## src/rtl/div_ctrl.sv

```systemverilog
// Multi-cycle restoring divide sequencer for EX: signed/unsigned DATA_W-bit
// divide, one quotient bit per cycle, with a stall request held until ready.
module div_ctrl #(
  parameter int unsigned DATA_W = 32
) (
  input  logic                  clk,
  input  logic                  rst,
  input  logic                  start_i,
  input  logic                  signed_i,
  input  logic [DATA_W-1:0]     opdata1_i,
  input  logic [DATA_W-1:0]     opdata2_i,
  input  logic                  annul_i,
  output logic [2*DATA_W-1:0]   result_o,
  output logic                  ready_o,
  output logic                  busy_o,
  output logic                  stall_req_o
);

  localparam int unsigned CNT_W = (DATA_W > 1) ? $clog2(DATA_W) : 1;
  localparam logic [CNT_W-1:0] LAST_STEP = CNT_W'(DATA_W - 1);

  typedef enum logic [1:0] {
    IDLE   = 2'd0,
    BYZERO = 2'd1,
    RUN    = 2'd2,
    DONE   = 2'd3
  } state_t;

  state_t                state_q, state_d;
  logic [DATA_W-1:0]     quo_q, quo_d;
  logic [DATA_W-1:0]     rem_q, rem_d;
  logic [DATA_W-1:0]     dsr_q, dsr_d;
  logic [CNT_W-1:0]      cnt_q, cnt_d;
  logic                  neg_q_q, neg_q_d;
  logic                  neg_r_q, neg_r_d;
  logic [2*DATA_W-1:0]   result_q, result_d;
  logic                  ready_q, ready_d;
  logic                  busy_q, busy_d;

  // Operand magnitudes; 0x80000000 negates to itself and is read as unsigned.
  logic                  sign1, sign2;
  logic [DATA_W-1:0]     abs1, abs2;

  assign sign1 = signed_i & opdata1_i[DATA_W-1];
  assign sign2 = signed_i & opdata2_i[DATA_W-1];
  assign abs1  = sign1 ? DATA_W'(-opdata1_i) : opdata1_i;
  assign abs2  = sign2 ? DATA_W'(-opdata2_i) : opdata2_i;

  // One restoring step: shift in the next dividend bit, trial-subtract the divisor.
  logic [DATA_W:0]       rem_ext;
  logic [DATA_W:0]       trial;
  logic                  trial_neg;
  logic [DATA_W-1:0]     rem_step;
  logic [DATA_W-1:0]     quo_step;

  assign rem_ext   = {rem_q, quo_q[DATA_W-1]};
  assign trial     = rem_ext - {1'b0, dsr_q};
  assign trial_neg = trial[DATA_W];
  assign rem_step  = trial_neg ? rem_ext[DATA_W-1:0] : trial[DATA_W-1:0];
  assign quo_step  = {quo_q[DATA_W-2:0], ~trial_neg};

  // Next-state and registered-output logic.
  always_comb begin
    state_d  = state_q;
    quo_d    = quo_q;
    rem_d    = rem_q;
    dsr_d    = dsr_q;
    cnt_d    = cnt_q;
    neg_q_d  = neg_q_q;
    neg_r_d  = neg_r_q;
    result_d = '0;
    ready_d  = 1'b0;

    case (state_q)
      IDLE: begin
        if (start_i && !annul_i) begin
          if (opdata2_i == '0) begin
            state_d = BYZERO;
          end else begin
            state_d = RUN;
            quo_d   = abs1;
            dsr_d   = abs2;
            rem_d   = '0;
            cnt_d   = '0;
            neg_q_d = sign1 ^ sign2;
            neg_r_d = sign1;
          end
        end
      end

      BYZERO: begin
        if (annul_i || !start_i) begin
          state_d = IDLE;
        end else begin
          state_d = DONE;
          ready_d = 1'b1;
        end
      end

      RUN: begin
        if (annul_i || !start_i) begin
          state_d = IDLE;
        end else begin
          rem_d = rem_step;
          quo_d = quo_step;
          cnt_d = cnt_q + CNT_W'(1);
          if (cnt_q == LAST_STEP) begin
            state_d  = DONE;
            ready_d  = 1'b1;
            result_d = {(neg_r_q ? DATA_W'(-rem_step) : rem_step),
                        (neg_q_q ? DATA_W'(-quo_step) : quo_step)};
          end
        end
      end

      DONE: begin
        state_d = IDLE;
      end

      default: begin
        state_d = IDLE;
      end
    endcase

    busy_d = (state_d != IDLE);
  end

  always_ff @(posedge clk or posedge rst) begin
    if (rst) begin
      state_q  <= IDLE;
      quo_q    <= '0;
      rem_q    <= '0;
      dsr_q    <= '0;
      cnt_q    <= '0;
      neg_q_q  <= 1'b0;
      neg_r_q  <= 1'b0;
      result_q <= '0;
      ready_q  <= 1'b0;
      busy_q   <= 1'b0;
    end else begin
      state_q  <= state_d;
      quo_q    <= quo_d;
      rem_q    <= rem_d;
      dsr_q    <= dsr_d;
      cnt_q    <= cnt_d;
      neg_q_q  <= neg_q_d;
      neg_r_q  <= neg_r_d;
      result_q <= result_d;
      ready_q  <= ready_d;
      busy_q   <= busy_d;
    end
  end

  assign result_o = result_q;
  assign ready_o  = ready_q;
  assign busy_o   = busy_q;

  // Combinational so EX is released in the same cycle the result appears.
  assign stall_req_o = start_i & ~annul_i & ~ready_q & ~rst;

endmodule

```

## config.mk

```make
export PLATFORM = sky130hd
export DESIGN_NAME = div_ctrl
export DESIGN_NICKNAME = d
export VERILOG_FILES = /design/src/rtl/div_ctrl.sv
export SDC_FILE = /design/constraint.sdc
export NUM_CORES = 1
export LEC_CHECK = 0
export ABC_AREA = 1
export CAP_MARGIN = 20
export CORE_MARGIN = 3
export CORE_UTILIZATION = 45
export DETAILED_ROUTE_END_ITERATION = 12
export PLACE_DENSITY = 0.79
export SYNTH_ARGS = -nofsm -noshare
export SYNTH_HDL_FRONTEND = slang
export SYNTH_SLANG_ARGS = --single-unit
export TNS_END_PERCENT = 10
```

## constraint.sdc

```tcl
create_clock -name clk -period 5 [get_ports clk]
set_clock_uncertainty 0.05 [all_clocks]
set_input_delay 0.5 -clock clk [delete_from_list [all_inputs] [get_ports clk]]
set_output_delay 0.5 -clock clk [all_outputs]
set_load 0.02 [all_outputs]
```

==> metrics.md <==
| Metric | Value |
|---|---|
| Fmax | `219 MHz` |
| Initial antenna violation count | `0` |
| Worst Path Required | `5.28 ns` |
| RSZ-0062 raised after global routing | `false` |
| Setup bufs post-CTS | `0` |
| Synth Flop Type | `dfrtp_1` |
| Syn Inst Count | `1881` |
| Most frequent cells after synthesis | `523 x nand2_1, 264 x inv_1, 204 x nor2_1` |
| Synthesized area | `12600 um2` |
| Row count | `60` |
| Worst Setup Path Type | `reg -> reg` |
| Final worst-path setup slack | `0.423 ns` |
| Routability cong. | `0.982` |
| Final hold slack | `0.319 ns` |
| Crit start category | `flop` |
| Most area-consuming cells after synthesis | `dfrtp_1 34%, nand2_1 16%, inv_1 7.9%` |
| Routed WL | `40100 um` |
| Synthesis-to-layout area growth | `17.7%` |
| TritonCTS clock tree | `built` |
| Ys async rst share | `100%` |
| Slew HR | `26.9%` |
| First-pass GRT wire length | `63100 um` |
| Die H | `173 um` |
| Crit path max-delay family | `simple AND/OR/NAND/NOR gates` |
| Fin. max-slew vios | `0` |
| DRC | `0` |
| HPWL after DPL | `31100 um` |
| Post-Place Setup Slack | `0.649 ns` |
| Die ar. | `30000 um2` |
| Layout cells sized above 1 | `6.08%` |
| Layout Nets | `2105` |
| Largest net degree at the start of global routing | `122` |
| DR WL/cell | `16.9 um` |
| Die X | `173 um` |
| CTS max path bufs | `2` |
| Endpoints failing hold | `0` |
| Worst-margin pin slew | `1.10 ns` |
| Post-synth cell types | `51` |
| CORE AREA | `27300 um2` |
| Worst setup EP type | `flop` |
| Leak | `7.49 nW` |
| # placed instances | `2346` |
| Initial Util | `46.2%` |
| EDFF count, synth | `0` |
| Syn Area/Cell | `6.69 um2` |
| Slowest library cell on the worst path | `fa_1` |
| Crit path DAT | `4.85 ns` |
| CTS resizes | `0` |
| Vias in the first global route | `11.7k` |
| Ys Warns | `0` |
| CP Buf/Inv Count | `2` |
| Post-synth top area cell | `dfrtp_1` |
| Status | `complete, no violations` |
| Hold_buf cts | `0` |
| 1st-iter DRT viols | `1327` |
| Maximum vdd drop | `403 uV` |
| Final worst path period need | `4.58 ns` |
| Final worst path period share | `91.5%` |
| Post-layout util | `54.3%` |
| Clock latency on the worst-skew pair | `0.45 ns` |
| Setup violators final | `0` |
| H-tree Lvls | `4` |
| Layout Cells excl Fill | `2377` |
| Io pins | `136` |
| Flops & latches, synth | `171` |
| Number of max-cap violations | `0` |
| GR Overflow Total | `0` |
| CTS Buf Count | `17` |
| Hold Crit Class | `in -> async` |
| Clock transition at the registers of the reported paths | `0.08 ns` |
| Setup Total Neg Slack | `0 ns` |
| DR vias | `12.7k` |
| Yosys top cell area share | `34.0%` |
| Register area share after synthesis | `34.0%` |
| Root Buffer Master | `clkbuf_16` |
| Antenna cells | `0` |
| Syn Nets | `1993` |
| ANT nets after route | `0` |
| Port bufs | `135` |
| Vias per cell | `5.34` |
| Drt pass-1 iters | `6` |
| P per Cell Area | `752 nW/um2` |
| GRT Total Usage | `26.3%` |
| Clk sinks | `171` |
| CP Max Fanout | `10` |
| Largest stage delay, worst path | `0.42 ns` |
| Count leader, synth | `nand2_1` |
[layer usage]
layer	wire (um)	share of wire (%)	vias up	global-route usage, %
met2	18600	46	535	43.4
met5	0	0	-	0
met3	3020	7.5	73	4.77
met1	17500	44	5854	35.2
li1	-	-	6238	-
met4	1080	2.7	0	8.14
[where the power goes]
group	total [mW]	internal, mW	switching, mW
Combinational	7.69	2.25	5.43
Sequential	2.14	1.76	0.376
Clock	1.31	0.658	0.651
[placed cells by master, fill, tap and decap left out, types with 3 or more instances in the layout]
| cell | n |
|---|---|
| nand2_1 | 523 |
| inv_1 | 263 |
| nor2_1 | 203 |
| dfrtp_1 | 171 |
| o21ai_0 | 136 |
| clkdlybuf4s50_1 | 135 |
| nand3_1 | 104 |
| a21oi_1 | 90 |
| xor2_1 | 44 |
| ha_1 | 42 |
| o22ai_1 | 35 |
| nor3_1 | 28 |
| nand2_2 | 23 |
| nand4_1 | 22 |
| o211ai_1 | 21 |
| xnor2_1 | 17 |
| clkbuf_16 | 17 |
| nor2_2 | 15 |
| inv_2 | 9 |
| nand3b_1 | 9 |
| nand2_4 | 8 |
| buf_4 | 8 |
| nand3_2 | 7 |
| or2_2 | 6 |
| o21ai_1 | 5 |
| inv_6 | 5 |
| a21oi_2 | 4 |
| a21o_1 | 4 |
| o21bai_1 | 4 |
| nor4_1 | 4 |
| inv_8 | 4 |
| o31ai_1 | 3 |
| o21a_1 | 3 |
| o21ai_2 | 3 |
| nor2_4 | 3 |
| clkinvlp_4 | 3 |
[through the flow]
| step | total power [mW] | area, um2 |
|---|---|---|
| after floorplan | 7.71 | 12600 |
| after global placement | 9.56 | 14300 |
| after detailed placement | 9.65 | 14300 |
| after CTS | 11.0 | 14800 |
| after global routing | 12.1 | 14800 |
| final | 11.1 | 14800 |
[flip-flops by register name, summed over array words and instances (netlist names)]
register and count:
result_o 64, dsr_q 32, quo_q 32, rem_q 32, cnt_q 5, state_q 2, busy_o 1, neg_q_q 1
neg_r_q 1, ready_o 1
[worst paths after layout]
| path | from | to | slack [ns] | depth (start not counted) |
|---|---|---|---|---|
| min reg2reg | dsr_q[26]$_DFFE_PP0P_ | dsr_q[26]$_DFFE_PP0P_ | 0.44 | 2 |
| max | dsr_q[0]$_DFFE_PP0P_ | result_o[28]$_DFF_PP0_ | 0.42 | 26 |
| max reg2reg | dsr_q[0]$_DFFE_PP0P_ | result_o[28]$_DFF_PP0_ | 0.42 | 26 |
| min in group clk | dsr_q[26]$_DFFE_PP0P_ | dsr_q[26]$_DFFE_PP0P_ | 0.44 | 2 |
| max in group asynchronous | rst | result_o[49]$_DFF_PP0_ | 3.61 | 3 |
| min | rst | result_o[2]$_DFF_PP0_ | 0.32 | 2 |
[worst register-to-register path: cells and delay by family, from the launching register on]
family | cells | cell delay [ns]
AOI/OAI and AO/OA | 5 | 1.13
adders and majority gates | 3 | 0.78
buffers and inverters | 2 | 0.15
DFF | 1 | 0.40
and+or+nand+nor | 16 | 1.95
[area by class of cell]
type | instances | area [um2]
Tap cell | 372 | 465
Fill cell | 2649 | 12400
Sequential cell | 171 | 4280
Clock inverter | 13 | 125
Clock buffer | 18 | 429
Timing Repair Buffer | 145 | 1450
Inverter | 274 | 1030
Multi-Input combinational cell | 1384 | 7030
[kinds of logic after synthesis]
group | count (synthesis) | share of synthesized area (%)
and+or+nand+nor | 960 | 32.9
buffers and inverters | 326 | 10.2
AOI/OAI and AO/OA | 320 | 14.3
DFF | 171 | 34.0
xor gates and xnor gates | 61 | 4.25
adders and majority gates | 43 | 4.34
Note: power is estimated with default switching activity, not from simulation.
